[config.mk]
export PLATFORM = sky130hd
export DESIGN_NAME = instr_reg_scheduler_flat
export DESIGN_NICKNAME = d
export VERILOG_FILES = /design/src/rtl/instr_reg_scheduler_if.sv /design/src/rtl/instr_reg_scheduler.sv /design/src/flat_wrapper.sv
export SDC_FILE = /design/constraint.sdc
export NUM_CORES = 1
export LEC_CHECK = 0
export ABC_AREA = 1
export CAP_MARGIN = 20
export CELL_PAD_IN_SITES_DETAIL_PLACEMENT = 2
export CELL_PAD_IN_SITES_GLOBAL_PLACEMENT = 2
export CORE_MARGIN = 5
export CORE_UTILIZATION = 20
export CTS_BUF_LIST = sky130_fd_sc_hd__clkbuf_8
export CTS_CLUSTER_SIZE = 16
export DETAILED_ROUTE_END_ITERATION = 7
export GPL_TIMING_DRIVEN = 0
export PLACE_DENSITY = 0.82
export SYNTH_ARGS = -nofsm -noshare
export SYNTH_HDL_FRONTEND = slang
export SYNTH_SLANG_ARGS = --single-unit
[constraint.sdc]
create_clock -name i_clk -period 3.2 [get_ports i_clk]
set_clock_uncertainty 0.15 [all_clocks]
set_input_delay 0.96 -clock i_clk [delete_from_list [all_inputs] [get_ports i_clk]]
set_output_delay 0.96 -clock i_clk [all_outputs]
set_load 0.02 [all_outputs]
[src/rtl/instr_reg_scheduler_if.sv]
// Bus between the instruction-register scheduler and its producers/consumer/register.
// master: scheduler side. slave: producers, consumer and instruction register side.
interface instr_reg_scheduler_if #(
   parameter int unsigned NUM_REQ = 2,
   parameter int unsigned DEPTH   = 32,
   parameter int unsigned PTR_W   = $clog2(DEPTH)
);
   logic [NUM_REQ-1:0]    req_valid;
   logic [4*NUM_REQ-1:0]  req_opcode;
   logic [32*NUM_REQ-1:0] req_operand_a;
   logic [32*NUM_REQ-1:0] req_operand_b;
   logic [NUM_REQ-1:0]    req_ready;
   logic                  load_en;
   logic [3:0]            opcode;
   logic signed [31:0]    operand_a;
   logic signed [31:0]    operand_b;
   logic [PTR_W-1:0]      write_pointer;
   logic                  rd_req;
   logic                  rd_ready;
   logic [PTR_W-1:0]      read_pointer;
   logic                  rd_valid;
   logic [PTR_W:0]        count;
   logic                  full;
   logic                  empty;

   modport master (
      input  req_valid, req_opcode, req_operand_a, req_operand_b, rd_req,
      output req_ready, load_en, opcode, operand_a, operand_b, write_pointer,
             rd_ready, read_pointer, rd_valid, count, full, empty
   );

   modport slave (
      output req_valid, req_opcode, req_operand_a, req_operand_b, rd_req,
      input  req_ready, load_en, opcode, operand_a, operand_b, write_pointer,
             rd_ready, read_pointer, rd_valid, count, full, empty
   );
endinterface

[src/rtl/instr_reg_scheduler.sv]
// Write/read sequencer and round-robin arbiter for the instruction register.
// Optional feature: define INSTR_SCHED_CLEAR_EN to zero all DEPTH entries after reset.
module instr_reg_scheduler #(
   parameter int unsigned NUM_REQ = 2,
   parameter int unsigned DEPTH   = 32,
   parameter int unsigned PTR_W   = $clog2(DEPTH)
) (
   input logic                  i_clk,
   input logic                  i_reset,
   instr_reg_scheduler_if.master io_bus
);

   localparam int unsigned GRANT_W = $clog2(NUM_REQ);

`ifdef INSTR_SCHED_CLEAR_EN
   typedef enum logic [0:0] {StClear, StRun} state_e;
`else
   typedef enum logic [0:0] {StRun} state_e;
`endif

   state_e               r_state;
   logic                 r_load_en;
   logic [3:0]           r_opcode;
   logic signed [31:0]   r_operand_a;
   logic signed [31:0]   r_operand_b;
   logic [PTR_W-1:0]     r_write_pointer;
   logic [PTR_W-1:0]     r_read_pointer;
   logic                 r_rd_valid;
   logic [PTR_W:0]       r_count;
   logic [PTR_W-1:0]     r_wp;
   logic [PTR_W-1:0]     r_rp;
   logic [GRANT_W-1:0]   r_last_grant;
`ifdef INSTR_SCHED_CLEAR_EN
   logic [PTR_W-1:0]     r_clr_idx;
`endif

   logic                 w_run;
   logic                 w_full;
   logic                 w_empty;
   logic                 w_rd_ready;
   logic                 w_wr_acc;
   logic                 w_rd_acc;
   logic [NUM_REQ-1:0]   w_grant;
   logic [NUM_REQ-1:0]   w_req_ready;
   logic [GRANT_W-1:0]   w_grant_idx;
   logic [GRANT_W-1:0]   w_idx;
   int unsigned          w_pos;
   logic                 w_found;
   logic [3:0]           w_sel_opcode;
   logic signed [31:0]   w_sel_operand_a;
   logic signed [31:0]   w_sel_operand_b;

   assign w_run       = (r_state == StRun);
   assign w_full      = (r_count == (PTR_W+1)'(DEPTH));
   assign w_empty     = (r_count == '0);
   assign w_rd_ready  = w_run && !w_empty;
   assign w_req_ready = (w_run && !w_full) ? w_grant : '0;
   assign w_wr_acc    = |(io_bus.req_valid & w_req_ready);
   assign w_rd_acc    = io_bus.rd_req && w_rd_ready;

   // Round-robin pick: first valid requester after last_grant, with wrap; mux its fields.
   always_comb begin
      w_grant         = '0;
      w_grant_idx     = '0;
      w_idx           = '0;
      w_pos           = 0;
      w_found         = 1'b0;
      w_sel_opcode    = '0;
      w_sel_operand_a = '0;
      w_sel_operand_b = '0;
      for (int unsigned k = 0; k < NUM_REQ; k++) begin
         w_pos = (32'(r_last_grant) + 1 + k) % NUM_REQ;
         w_idx = GRANT_W'(w_pos);
         if (!w_found && io_bus.req_valid[w_idx]) begin
            w_found          = 1'b1;
            w_grant[w_idx]   = 1'b1;
            w_grant_idx      = w_idx;
         end
      end
      for (int unsigned k = 0; k < NUM_REQ; k++) begin
         if (w_grant[k]) begin
            w_sel_opcode    = io_bus.req_opcode[4*k +: 4];
            w_sel_operand_a = io_bus.req_operand_a[32*k +: 32];
            w_sel_operand_b = io_bus.req_operand_b[32*k +: 32];
         end
      end
   end

   // FSM with registered output stage, pointers, occupancy and arbitration history.
   always_ff @(posedge i_clk) begin
      if (i_reset) begin
`ifdef INSTR_SCHED_CLEAR_EN
         r_state   <= StClear;
         r_clr_idx <= '0;
`else
         r_state   <= StRun;
`endif
         r_load_en       <= 1'b0;
         r_opcode        <= '0;
         r_operand_a     <= '0;
         r_operand_b     <= '0;
         r_write_pointer <= '0;
         r_read_pointer  <= '0;
         r_rd_valid      <= 1'b0;
         r_count         <= '0;
         r_wp            <= '0;
         r_rp            <= '0;
         r_last_grant    <= GRANT_W'(NUM_REQ - 1);
      end else begin
         r_load_en  <= 1'b0;
         r_rd_valid <= 1'b0;
         unique case (r_state)
`ifdef INSTR_SCHED_CLEAR_EN
            StClear: begin
               r_load_en       <= 1'b1;
               r_opcode        <= '0;
               r_operand_a     <= '0;
               r_operand_b     <= '0;
               r_write_pointer <= r_clr_idx;
               r_clr_idx       <= r_clr_idx + PTR_W'(1);
               if (r_clr_idx == PTR_W'(DEPTH - 1)) begin
                  r_state <= StRun;
               end
            end
`endif
            StRun: begin
               if (w_wr_acc) begin
                  r_load_en       <= 1'b1;
                  r_opcode        <= w_sel_opcode;
                  r_operand_a     <= w_sel_operand_a;
                  r_operand_b     <= w_sel_operand_b;
                  r_write_pointer <= r_wp;
                  r_wp            <= r_wp + PTR_W'(1);
                  r_last_grant    <= w_grant_idx;
               end
               if (w_rd_acc) begin
                  r_read_pointer <= r_rp;
                  r_rp           <= r_rp + PTR_W'(1);
                  r_rd_valid     <= 1'b1;
               end
               if (w_wr_acc && !w_rd_acc) begin
                  r_count <= r_count + (PTR_W+1)'(1);
               end else if (w_rd_acc && !w_wr_acc) begin
                  r_count <= r_count - (PTR_W+1)'(1);
               end
            end
            default: r_state <= StRun;
         endcase
      end
   end

   assign io_bus.req_ready     = w_req_ready;
   assign io_bus.load_en       = r_load_en;
   assign io_bus.opcode        = r_opcode;
   assign io_bus.operand_a     = r_operand_a;
   assign io_bus.operand_b     = r_operand_b;
   assign io_bus.write_pointer = r_write_pointer;
   assign io_bus.rd_ready      = w_rd_ready;
   assign io_bus.read_pointer  = r_read_pointer;
   assign io_bus.rd_valid      = r_rd_valid;
   assign io_bus.count         = r_count;
   assign io_bus.full          = w_full;
   assign io_bus.empty         = w_empty;

endmodule

[src/flat_wrapper.sv]
// flat-port wrapper written by rule: the top's interface ports become plain ports
module instr_reg_scheduler_flat 
#(
   parameter int unsigned NUM_REQ = 2,
   parameter int unsigned DEPTH   = 32,
   parameter int unsigned PTR_W   = $clog2(DEPTH)
)
  (i_clk, i_reset, io_bus_req_valid, io_bus_req_opcode, io_bus_req_operand_a, io_bus_req_operand_b, io_bus_rd_req, io_bus_req_ready, io_bus_load_en, io_bus_opcode, io_bus_operand_a, io_bus_operand_b, io_bus_write_pointer, io_bus_rd_ready, io_bus_read_pointer, io_bus_rd_valid, io_bus_count, io_bus_full, io_bus_empty);
  instr_reg_scheduler_if #(.NUM_REQ(NUM_REQ), .DEPTH(DEPTH), .PTR_W(PTR_W)) io_bus_i ();
  input logic i_clk;
  input logic i_reset;
  input wire logic [$bits(io_bus_i.req_valid)-1:0] io_bus_req_valid;
  input wire logic [$bits(io_bus_i.req_opcode)-1:0] io_bus_req_opcode;
  input wire logic [$bits(io_bus_i.req_operand_a)-1:0] io_bus_req_operand_a;
  input wire logic [$bits(io_bus_i.req_operand_b)-1:0] io_bus_req_operand_b;
  input wire logic [$bits(io_bus_i.rd_req)-1:0] io_bus_rd_req;
  output wire logic [$bits(io_bus_i.req_ready)-1:0] io_bus_req_ready;
  output wire logic [$bits(io_bus_i.load_en)-1:0] io_bus_load_en;
  output wire logic [$bits(io_bus_i.opcode)-1:0] io_bus_opcode;
  output wire logic [$bits(io_bus_i.operand_a)-1:0] io_bus_operand_a;
  output wire logic [$bits(io_bus_i.operand_b)-1:0] io_bus_operand_b;
  output wire logic [$bits(io_bus_i.write_pointer)-1:0] io_bus_write_pointer;
  output wire logic [$bits(io_bus_i.rd_ready)-1:0] io_bus_rd_ready;
  output wire logic [$bits(io_bus_i.read_pointer)-1:0] io_bus_read_pointer;
  output wire logic [$bits(io_bus_i.rd_valid)-1:0] io_bus_rd_valid;
  output wire logic [$bits(io_bus_i.count)-1:0] io_bus_count;
  output wire logic [$bits(io_bus_i.full)-1:0] io_bus_full;
  output wire logic [$bits(io_bus_i.empty)-1:0] io_bus_empty;
  assign io_bus_i.req_valid = io_bus_req_valid;
  assign io_bus_i.req_opcode = io_bus_req_opcode;
  assign io_bus_i.req_operand_a = io_bus_req_operand_a;
  assign io_bus_i.req_operand_b = io_bus_req_operand_b;
  assign io_bus_i.rd_req = io_bus_rd_req;
  assign io_bus_req_ready = io_bus_i.req_ready;
  assign io_bus_load_en = io_bus_i.load_en;
  assign io_bus_opcode = io_bus_i.opcode;
  assign io_bus_operand_a = io_bus_i.operand_a;
  assign io_bus_operand_b = io_bus_i.operand_b;
  assign io_bus_write_pointer = io_bus_i.write_pointer;
  assign io_bus_rd_ready = io_bus_i.rd_ready;
  assign io_bus_read_pointer = io_bus_i.read_pointer;
  assign io_bus_rd_valid = io_bus_i.rd_valid;
  assign io_bus_count = io_bus_i.count;
  assign io_bus_full = io_bus_i.full;
  assign io_bus_empty = io_bus_i.empty;
  instr_reg_scheduler #(.NUM_REQ(NUM_REQ), .DEPTH(DEPTH), .PTR_W(PTR_W)) u_core (.i_clk(i_clk), .i_reset(i_reset), .io_bus(io_bus_i));
endmodule
* Word level (Yosys, flattened, before mapping)
Cells that the tools add are included.
** Cells by class
- Add/subtract/negate cells :: 6
- Order comparisons :: 4
- Equality and inequality tests :: 1
- Mux-type cells :: 24
- Bitwise gates (word level) :: 2
- Reduce and logical (&&, ||, !) cells :: 13
** Operators by type and width (count)
- 32-bit 2-to-1 mux :: 4
- 6-bit 2-to-1 mux :: 2
- 1-bit 2-to-1 mux :: 11
- 5-bit by 1-bit adder with 5-bit output (second input constant) :: 2
- 4-bit 2-to-1 mux :: 2
- 6-bit by 1-bit adder with 6-bit output (second input constant) :: 1
- 6-bit equality test (second input constant) :: 1
- 1-bit logical AND :: 6
- 6-bit logical NOT :: 1
- 2-bit 2-to-1 mux :: 3
- 6-bit by 1-bit subtractor with 6-bit output (second input constant) :: 1
- 1-bit logical NOT :: 4
- 1-bit by 2-bit < comparator with 1-bit output (second input constant) :: 2
- 1-bit adder (second input constant) :: 2
- 2-bit AND :: 1
- 1-bit demux with 1-bit select :: 2
- 1-bit greater-or-equal comparator (second input constant) :: 2
- 2-bit OR :: 1
- 2-bit nonzero test :: 1
- 2-bit OR reduction :: 1
** Word-level totals
- Register bits :: 97
- Output and inout port bits :: 91

* Longest topological paths before layout
- Word-level depth :: 15
- Gate-level depth with buffers :: 17
- Mapped depth without buffers :: 16

* Worst setup path before layout
Ideal clock, no wire load.
- Kind :: input to register
- Start point :: input io_bus_req_valid[1]
- End point :: register u_core.r_count[4], in the netlist u_core.io_bus.count[4]
- Library setup time :: 0.115 ns
- Arrival :: 2.780 ns
- Required time :: 2.935 ns
- Setup slack :: 0.154 ns
- Cell stages on the path :: 14
- Cell sequence :: inv_2 nor2_2 nor2_4 o21ai_4 inv_2 buf_2 ha_1 inv_1 ha_1 a21oi_1 o21ai_0 xor2_1 o21ai_0 inv_1
** On the way
- Cells in the longest elaborated chain, start to end :: 12
** RTL lines
- start: declaration :: RTL line flat_wrapper.sv:12 : input wire logic [$bits(io_bus_i.req_valid)-1:0] io_bus_req_valid;
- 1-bit 2-to-1 mux (implied by the code) (2 in series) :: RTL line instr_reg_scheduler.sv:74 : if (!w_found && io_bus.req_valid[w_idx]) begin
- 1-bit 2-to-1 mux :: RTL line instr_reg_scheduler.sv:74
- 1-bit logical NOT :: RTL line instr_reg_scheduler.sv:74
- 1-bit logical AND :: RTL line instr_reg_scheduler.sv:74
- 2-bit 2-to-1 mux :: RTL line instr_reg_scheduler.sv:74
- 2-bit 2-to-1 mux :: RTL line instr_reg_scheduler.sv:57 : assign w_req_ready = (w_run && !w_full) ? w_grant : '0;
- 2-bit AND (*) :: RTL line instr_reg_scheduler.sv:58 : assign w_wr_acc = |(io_bus.req_valid & w_req_ready);
- 2-bit OR reduction (*) :: RTL line instr_reg_scheduler.sv:58
- via u_core.w_wr_acc :: RTL line instr_reg_scheduler.sv:41 : logic w_wr_acc;
- 1-bit logical NOT :: RTL line instr_reg_scheduler.sv:143 : end else if (w_rd_acc && !w_wr_acc) begin
- 1-bit logical AND :: RTL line instr_reg_scheduler.sv:143
- 2-bit nonzero test (no line)
- end signal: assignment :: RTL line instr_reg_scheduler.sv:142 : r_count <= r_count + (PTR_W+1)'(1);
- end signal: assignment :: RTL line instr_reg_scheduler.sv:144 : r_count <= r_count - (PTR_W+1)'(1);
- end: declaration :: RTL line instr_reg_scheduler.sv:29 : logic [PTR_W:0] r_count;
The timed path passes the listed nets; every way through them passes the cells marked *. The select of a mux whose other input is x is not followed.
A chain may end at the register's enable or synchronous reset.

* Worst setup path in the final report
- Start point :: input io_bus_req_valid[1]
- End point :: register u_core.r_count[3], in the netlist u_core.io_bus.count[3]
Same word-level chain as after synthesis.

==> flow_metrics.tcl <==
set metrics [dict create \
    fill_cells 2709 \
    whs_ps 331 \
    die_area_sq_um 25900 \
    finalPower_mw 4.68 \
    yosysSeqAreaShare_pct 42.6 \
    synth_area_leaders "dfxtp_1 43%, nand2_1 19%, nor2_1 14%" \
    h-tree-depth 3 \
    critPathKind "input port to register" \
    grt_pass1_vias 5825 \
    dr.pass1.iters 4 \
    wl_per_cell_um 17.0 \
    num_vias 5392 \
    drive_above_1_share_pct 6.18 \
    place.detailed.hpwl_um 16700 \
    cts.path.max_buffers 2 \
    worstPathRequired_ps 3320 \
    ir_worst_vdd_mv 0.172 \
    synthFlopType "dfxtp_1" \
    register_area_sq_um 1940 \
    synth_warnings 0 \
    rows 55 \
    die_h_um 161 \
    overflow 0 \
    holdBufCountCts 0 \
    worst_slew_pin_slew_ps 681 \
    status "completed" \
    crit_chain "dlygate4sd2_1 > inv_2 > a21oi_4 > buf_6 > o21ai_4 > inv_4 > buf_8 > ha_4 > inv_2 > ha_1 > nand2_1 > nand2_1 > a21oi_1 > xnor2_1 > o21ai_0 > inv_1" \
    grt_max_degree 19 \
    r2r_setup_slack_ps 450 \
    hold_violations 0 \
    period_share_pct 94.6 \
    drc_errors 0 \
    max_freq_ghz 0.330 \
    via_per_inst 4.35 \
    die_w_um 161 \
    syn-num-nets 850 \
    setup_slack_ps 174 \
    cpPeakStageDelay_ps 290 \
    synthCells 701 \
    grt_pass1_wl_um 32600 \
    drv_cap 0 \
    finalNonFillerCells 1240 \
    slew_viol_final 0 \
    place_congestion 0.773 \
    setup_violations 0 \
    io_buffers 231 \
    p_leak_nw 3.34 \
    path_buf_inv 7 \
    netlist_area_sq_um 4560 \
    ys_ff_latch 97 \
    path_delay_family "buffers and inverters" \
    power_density_nw_per_um2 619 \
    internal_power_mw 2.84 \
    cts_sinks 97 \
    cp_max_fo 10 \
    nNetsFinal 1098 \
    swShare_pct 39.3 \
    track_usage_pct 16.0 \
    multi_input_area_sq_um 2350 \
    p_switching_mw 1.84 \
    netlist.area_leader.share_pct 42.6 \
    avgSynthCellArea_sq_um 6.51 \
    slew_headroom_pct 54.6 \
    totalWireLength_um 21100 \
    cts-buffers-inserted 9 \
    core_sq_um 22600 \
    hp-class "register to register" \
    ios 232 \
    end_kind "register" \
    tritoncts "done" \
    syn_to_final_growth_pct 65.6 \
    rsz0062_at_grt "no" \
    clkTransAtPathRegs_ps 100 \
    seqPwrFrac_pct 34.4 \
    dp.cells 1217 \
    pwr-share-clk_pct 19.0 \
    netlist-cell-type-count 26 \
    start_kind "input port" \
    combPwrFrac_pct 46.6 \
    ant_nets 0 \
    fin_crit_ps 3030 \
    cp.arrival_ps 3150 \
    slowest_stage "ha_1" \
    clk-insertion-delay-late_ps 370 \
    synth_edf_count 0 \
    synthArstFlopShare_pct 0 \
    cts_root_buf "clkbuf_8" \
    start_util_pct 20.2 \
    drt_iter0_markers 169 \
    dpl_worst_slack_ps -1200 \
    yosys.area.top_type "dfxtp_1" \
    antenna_found_initial 1 \
]
[worst paths after layout]
check                                                    from  cells past startpoint                            end
worst max register to register         u_core.io_bus.count[0]                     15         u_core.io_bus.count[3]
worst min register to register  u_core.io_bus.read_pointer[0]                      2  u_core.io_bus.read_pointer[0]
worst max-delay path                      io_bus_req_valid[1]                     16         u_core.io_bus.count[3]
worst min-delay path            u_core.io_bus.read_pointer[0]                      2  u_core.io_bus.read_pointer[0]
[synthesized netlist by cell type, drive strengths merged, types with 2 or more instances]
cell and number:
a21oi 20, buf 26, clkbuf 15, dfxtp 97, ha 7, inv 27
nand2 230, nand3 9, nor2 169, nor3 2, o21ai 88, xnor2 5
[per-layer routing]
metal | track usage [%] | routed length [um] | up-vias
li1 | - | - | 2680
met1 | 18.7 | 8930 | 2548
met2 | 28.2 | 10400 | 144
met3 | 4.64 | 1450 | 18
met4 | 4.92 | 335 | 2
met5 | 0 | 7 | -
[metrics by stage]
| stage | area, sq um | setup TNS, ps | utilization [%] |
|---|---|---|---|
| after floorplan | 4560 | 0 | - |
| after global placement | 7230 | -6710 | 32.0 |
| after detailed placement | 7230 | -7520 | 32.0 |
| after CTS | 7550 | 0 | 33.5 |
| after global routing | 7550 | 0 | 33.5 |
| final | 7550 | 0 | 33.5 |
[sequential cells by signal (all words and copies together) (netlist names)]
name,flops
u_core.io_bus.operand_b,32
u_core.r_wp,5
u_core.io_bus.rd_valid,1
u_core.io_bus.write_pointer,5
u_core.io_bus.opcode,4
u_core.io_bus.load_en,1
u_core.io_bus.count,6
u_core.io_bus.operand_a,32
u_core.r_last_grant,1
u_core.io_bus.read_pointer,5
u_core.r_rp,5
[cells in the final DEF (no fill, tap or decap), drive strengths merged]
cell type / synthesis / layout
a21oi: 20 / 20
buf: 26 / 34
bufinv: 0 / 2
clkbuf: 15 / 24
clkdlybuf4s50: 0 / 227
clkinv: 1 / 2
clkinvlp: 0 / 2
dfxtp: 97 / 97
diode: 0 / 1
dlygate4sd2: 0 / 2
fa: 1 / 1
ha: 7 / 7
inv: 27 / 29
nand2: 230 / 230
nand3: 9 / 9
nand4: 1 / 1
nor2: 169 / 169
nor3: 2 / 2
nor4: 1 / 1
o21ai: 88 / 88
or2: 1 / 1
xnor2: 5 / 5
xor2: 1 / 1
[worst min-delay path, stage by stage (launching register included)]
cell	delay, ps
dfxtp_1	320
nand2_1	60
a21oi_1	60
[kinds of logic (layout without fill, tap and decap cells)]
| family | Yosys count | in the layout | share of synthesized area, % |
|---|---|---|---|
| adder cells (fa/ha/maj) | 8 | 8 | 2.36 |
| other | 0 | 1 | 0 |
| buffers and inverters | 69 | 322 | 6.94 |
| flip-flops | 97 | 97 | 42.6 |
| AO/OA/AOI/OAI | 108 | 108 | 12.3 |
| AND/OR/NAND/NOR | 413 | 413 | 34.7 |
| XOR/XNOR | 6 | 6 | 1.15 |
[timing repair]
item	CTS	global route
buffers inserted	7	0
resized for setup	30	0
setup endpoints to repair	9	0
[final cells by class]
cell class / instances / area share (%)
Buffer: 40 / 3.03
Clock inverter: 7 / 1.16
Inverter: 28 / 1.42
Clock buffer: 9 / 1.64
Timing Repair Buffer: 238 / 31.2
Multi-Input combinational cell: 535 / 31.1
Tap cell: 285 / 4.72
Antenna cell: 1 / 0.0331
Sequential cell: 97 / 25.7
[power by group through the flow]
stage | clock network, mW | registers, mW | logic [mW]
CTS | 0.941 | 1.62 | 2.22
detailed placement | 0 | 1.64 | 2.13
finish | 0.888 | 1.61 | 2.18
global placement | 0 | 1.62 | 2.05
floorplan | 0 | 1.87 | 0.843
global route | 0.982 | 1.65 | 2.39
Note: power is estimated with default switching activity, not from simulation.
